**src/rtl/div_iter.sv**
```systemverilog
// div_iter: iterative radix-2 restoring divider, WIDTH-bit signed/unsigned.
// Optional DIV_FAST_ZERO_EN: a zero divisor completes one cycle after accept.
module div_iter #(
    parameter int WIDTH = 32
) (
    input  logic             mul_clk,
    input  logic             resetn,
    input  logic             div_valid,
    input  logic             div_signed,
    input  logic [WIDTH-1:0] x,
    input  logic [WIDTH-1:0] y,
    input  logic             cancel,
    output logic             div_ready,
    output logic             out_valid,
    output logic [WIDTH-1:0] quotient,
    output logic [WIDTH-1:0] remainder
);
    localparam int CW = $clog2(WIDTH);

    typedef enum logic [1:0] {
        IDLE,
        CALC,
        FIX,
        DONE
    } state_t;

    state_t state_q, state_d;

    logic [2*WIDTH-1:0] rem_q;
    logic [2*WIDTH-1:0] rem_next;
    logic [WIDTH-1:0]   dvs_q;
    logic [CW-1:0]      cnt_q;
    logic               neg_q, neg_r;
    logic               accept, fast_zero;
    logic               x_neg, y_neg;
    logic [WIDTH-1:0]   x_abs, y_abs;
    logic [WIDTH:0]     trial;
    logic [WIDTH-1:0]   q_fix, r_fix, zq;

    assign x_neg = div_signed & x[WIDTH-1];
    assign y_neg = div_signed & y[WIDTH-1];
    assign x_abs = x_neg ? -x : x;
    assign y_abs = y_neg ? -y : y;

`ifdef DIV_FAST_ZERO_EN
    assign fast_zero = (y == '0);
`else
    assign fast_zero = 1'b0;
`endif

    // Zero divisor: restoring loop yields all-ones, negated when x < 0.
    assign zq = x_neg ? {{(WIDTH-1){1'b0}}, 1'b1} : '1;

    // Upper W+1 bits hold the shifted partial remainder (may reach 2^W).
    assign trial    = rem_q[2*WIDTH-1:WIDTH-1] - {1'b0, dvs_q};
    assign rem_next = trial[WIDTH]
                    ? {rem_q[2*WIDTH-2:0], 1'b0}
                    : {trial[WIDTH-1:0], rem_q[WIDTH-2:0], 1'b1};

    assign q_fix = neg_q ? -rem_q[WIDTH-1:0] : rem_q[WIDTH-1:0];
    assign r_fix = neg_r ? -rem_q[2*WIDTH-1:WIDTH] : rem_q[2*WIDTH-1:WIDTH];

    always_ff @(posedge mul_clk) begin
        if (!resetn) state_q <= IDLE;
        else         state_q <= state_d;
    end

    always_comb begin
        state_d   = state_q;
        div_ready = 1'b0;
        out_valid = 1'b0;
        accept    = 1'b0;
        unique case (state_q)
            IDLE, DONE: begin
                div_ready = 1'b1;
                out_valid = (state_q == DONE);
                accept    = div_valid & ~cancel;
                state_d   = IDLE;
                if (accept) state_d = fast_zero ? DONE : CALC;
            end
            CALC: begin
                if (cancel)                        state_d = IDLE;
                else if (cnt_q == CW'(WIDTH - 1)) state_d = FIX;
            end
            FIX: begin
                state_d = cancel ? IDLE : DONE;
            end
            default: state_d = IDLE;
        endcase
    end

    always_ff @(posedge mul_clk) begin
        if (!resetn) begin
            rem_q     <= '0;
            dvs_q     <= '0;
            cnt_q     <= '0;
            neg_q     <= 1'b0;
            neg_r     <= 1'b0;
            quotient  <= '0;
            remainder <= '0;
        end else if (accept) begin
            rem_q <= {{WIDTH{1'b0}}, x_abs};
            dvs_q <= y_abs;
            cnt_q <= '0;
            neg_q <= x_neg ^ y_neg;
            neg_r <= x_neg;
            if (fast_zero) begin
                quotient  <= zq;
                remainder <= x;
            end
        end else if (state_q == CALC) begin
            rem_q <= rem_next;
            cnt_q <= cnt_q + CW'(1);
        end else if (state_q == FIX && !cancel) begin
            quotient  <= q_fix;
            remainder <= r_fix;
        end
    end
endmodule

```
**config.mk**
```make
export PLATFORM = sky130hd
export DESIGN_NAME = div_iter
export DESIGN_NICKNAME = d
export VERILOG_FILES = /design/src/rtl/div_iter.sv
export SDC_FILE = /design/constraint.sdc
export NUM_CORES = 1
export LEC_CHECK = 0
export ABC_AREA = 1
export CELL_PAD_IN_SITES_DETAIL_PLACEMENT = 0
export CELL_PAD_IN_SITES_GLOBAL_PLACEMENT = 1
export CORE_MARGIN = 5
export CORE_UTILIZATION = 41
export CTS_BUF_LIST = sky130_fd_sc_hd__clkbuf_8
export CTS_CLUSTER_SIZE = 24
export DETAILED_ROUTE_END_ITERATION = 8
export PLACE_DENSITY = 0.91
export SYNTH_ARGS = -nofsm -noshare
export SYNTH_HDL_FRONTEND = slang
export SYNTH_SLANG_ARGS = --single-unit
export TNS_END_PERCENT = 50
```
**constraint.sdc**
```tcl
create_clock -name mul_clk -period 2.5 [get_ports mul_clk]
set_input_delay 0.25 -clock mul_clk [delete_from_list [all_inputs] [get_ports mul_clk]]
set_output_delay 0.25 -clock mul_clk [all_outputs]
set_load 0.005 [all_outputs]
```
==> impl_metrics.toml <==
[cells_and_area]
fill_cells = 3129
nets = 2328
drive_gt1_frac = 0.08161
multi_input_area_um2 = 7443
num_antenna_cells = 0
area_growth_pct = 21.86
stdcell_count = 2620
regArea_um2 = 3388

[clocking]
cts.clk_slew.worst_paths_ns = 0.11
ctsHoldBuffers = 0
cts_buffers = 17
tritoncts = "done"
cts_sinks = 169
htree_num_levels = 4
cts_root_buf = "clkbuf_8"
clk_latency_ns = 0.49
clock_path_buffers = 2

[grt]
grt_first_pass_wirelength_um = 65890
antenna_found_initial = 0
grt_use_total = 0.2429
grt_pass1_vias = 12160
gr-total-overflow = 0
grt_start_max_net_pins = 88

[power_and_ir_drop]
power_frac_clock = 0.258
seq_power_share = 0.366
power_density_nw_per_um2 = 517.3
p_sw_frac = 0.4146
p_total_mw = 7.796
ir_drop_mv = 0.3519
p_sw_mw = 3.232
comb_power_share = 0.375
intPower_mw = 4.564
p_leak_nw = 7.275

[detailed_routing]
avgRoutedWirePerCell_um = 16.36
ant_nets = 0
dr.pass1.iters = 5
first_iter_violations = 1361
vias = 13530
drt-vias-per-instance = 5.166
drc = 0
wl_um = 42860

[placement]
post-place-ws_ns = -0.02934
numPortBuffers = 134
place.gp.congestion = 0.9537
dp_cells = 2580
dpl.hpwl_um = 33980

[logic_synthesis]
ys_warn_count = 0
ys.flop_type = "dfxtp_1"
synth_edf_count = 0
muxShareOfSynthArea = 0
synth_top_family_by_area = "simple AND/OR/NAND/NOR gates"
synth_compound_area_frac = 0.1689
synthAdderAreaFrac = 0.04310
syn-cell-area_um2 = 12370
synth.distinct_cells = 49
synth_cells = 2054
synth_top_cell_area_share = 0.2736
synth-seq-area-share = 0.2736
synth_nets = 2165
synth-seq-cells = 169
synth_xor_xnor_area_share = 0.03541
ys_top_cells_by_area = "dfxtp_1 (27%), nand2_1 (18%), inv_1 (10%), nor2_1 (5.4%), nand3_1 (5.4%)"
yosysTopAreaCell = "dfxtp_1"
synthSimpleGateAreaFrac = 0.3419
ys_async_sr_fraction = 0
syn_area_per_cell_um2 = 6.021

[floorplan]
ioPinCount = 135
die_y_um = 183.7
die_x_um = 183.7
core.rowCount = 63
initial_core_util = 0.4162
core_area_um2 = 29720
die-area_um2 = 33740

[min_path]
min-delay-start = "resetn"
hold_class = "primary input to flop"
worstHoldPathCells = 4
hold_path_end = "state_q[0]"

[worst_setup_path]
critPathMaxFanout = 7
r2r-end = "rem_q[62]"
reg2reg_setup_slack_ns = 0.11
r2r_start = "rem_q[31]"
crit_required_ns = 2.91
crit_type = "flop to flop"
startpoint_type = "flop"
crit_arrival_ns = 2.80
reg2reg_depth = 19
worstSetupEndpointType = "flop"

[timing]
finalHoldViolations = 0
slew_headroom = 0.4400
rsz0062_at_grt = "true"
drv_slew = 0
fmax_mhz = 417.9
finalCritPeriodShare = 0.9572
min_period_ns = 2.393
fin_hold_ws_ns = 0.2683
clock_skew_ns = 0.02419
layout_setup_ws_ns = 0.1069
fin_setup_tns_ns = 0
setup_viol = 0
tightest_slew_ns = 0.8400

[outcome]
status = "finished, final reports clean"

[job]
drv_cap = 0
==> metrics by stage <==
step	instance area [um^2]	util
6_report	15070	0.5071
5_1_grt	15070	0.5071
4_1_cts	14840	0.4993
3_5_place_dp	14420	0.4853
3_3_place_gp	14420	0.4853
2_1_floorplan	12370	-
==> cells in the mapped netlist (6+ instances only) <==
cell and n:
nor2_1 178, o31ai_1 6, o211ai_1 15, nand2_1 598
o22ai_1 37, o21ai_0 120, nand3_1 133, nor3_1 24
nand3b_1 6, nor3_2 6, ha_1 41, inv_2 8
o221ai_1 10, buf_2 13, buf_6 6, inv_1 345
nand2_2 11, o21bai_1 9, a21oi_1 116, nor4_1 10
clkbuf_1 40, a21oi_2 7, nand4_1 15, xor2_1 46
a31oi_1 18, dfxtp_1 169, o21a_1 13, clkinv_1 6
==> cell families (layout without fill, tap and decap cells) <==
group / count (synthesis) / count (layout)
simple gates: 1005 / 1007
compound gates: 362 / 362
xor+xnor: 50 / 50
buf+inv: 426 / 600
fa+ha+maj: 42 / 42
flops: 169 / 169
==> layout by cell type (no fill, tap or decap), types with 4 or more instances in the layout <==
cell type	n
nand2_1	596
inv_1	343
nor2_1	175
dfxtp_1	165
clkdlybuf4s50_1	133
nand3_1	131
o21ai_0	120
a21oi_1	115
buf_4	68
xor2_1	46
o22ai_1	37
ha_1	34
nor3_1	24
a31oi_1	18
clkbuf_8	17
nand4_1	15
o211ai_1	15
o21a_1	13
inv_2	10
nand2_2	10
nor4_1	10
o221ai_1	10
o21bai_1	9
nor2_2	7
a21oi_2	7
nand2_4	6
clkinv_1	6
nand3b_1	6
nor3_2	6
o31ai_1	6
inv_8	5
buf_12	5
nor2_4	4
nand3_2	4
xnor2_1	4
ha_4	4
clkinv_8	4
dfxtp_2	4
==> power by group through the flow <==
stage	clock network [mW]	logic, mW	registers (mW)
finish	2.01	2.93	2.86
global route	2.15	3.23	2.86
CTS	2.05	2.71	2.85
detailed placement	0	2.69	2.91
global placement	0	2.69	2.91
floorplan	0	1.86	2.89
==> layout make-up <==
cell class,count,share of cell area
repair buffers,209,0.1325
clock buffers,17,0.01553
inverters,359,0.08941
clock inverters,15,0.01146
multi-input cells,1461,0.4939
flip-flops and latches,169,0.2248
well taps,390,0.03238
==> state kept, by name (all words and copies together) (netlist names) <==
signal / flops
state_q: 2
quotient: 32
remainder: 32
neg_q: 1
rem_q: 64
cnt_q: 5
dvs_q: 32
neg_r: 1
==> how the worst max path moves through the flow <==
stage                   start   endpoint  slack, ns
global route        rem_q[56]  rem_q[45]      -0.04
finish              rem_q[31]  rem_q[62]       0.11
detailed placement  rem_q[31]  rem_q[62]      -0.03
global placement         x[0]  rem_q[26]       0.04
CTS                 rem_q[31]  rem_q[62]       0.02
floorplan           rem_q[31]  rem_q[61]       0.32
==> worst max-delay path, stage by stage (launching register included) <==
cell     delay, ns
dfxtp_2       0.36
inv_2         0.05
ha_4          0.16
fa_2          0.36
inv_2         0.05
nand2_1       0.05
nand2_2       0.08
nand3_1       0.08
nand2_2       0.13
nand2_2       0.06
nand2_2       0.09
nand2_4       0.08
nand2_4       0.08
nand2_2       0.06
nand2_4       0.16
buf_12        0.14
nand2_2       0.05
nand2_1       0.06
nand2_1       0.06
a21oi_2       0.15
==> layer usage <==
metal | vias up | track usage | share of wire
met5 | - | 0 | 0
met4 | 0 | 0.07092 | 0.024
met3 | 53 | 0.03621 | 0.072
met2 | 484 | 0.3798 | 0.44
met1 | 6122 | 0.3472 | 0.46
li1 | 6875 | - | -
==> timing repair <==
| action | in CTS | in global routing |
|---|---|---|
| pin swaps | 0 | 7 |
| buffers inserted | 0 | 4 |
| gates resized for setup | 1 | 30 |
| endpoints found under the setup margin | 12 | 33 |
| cloned | 0 | 4 |
Note: power is estimated with default switching activity, not from simulation.
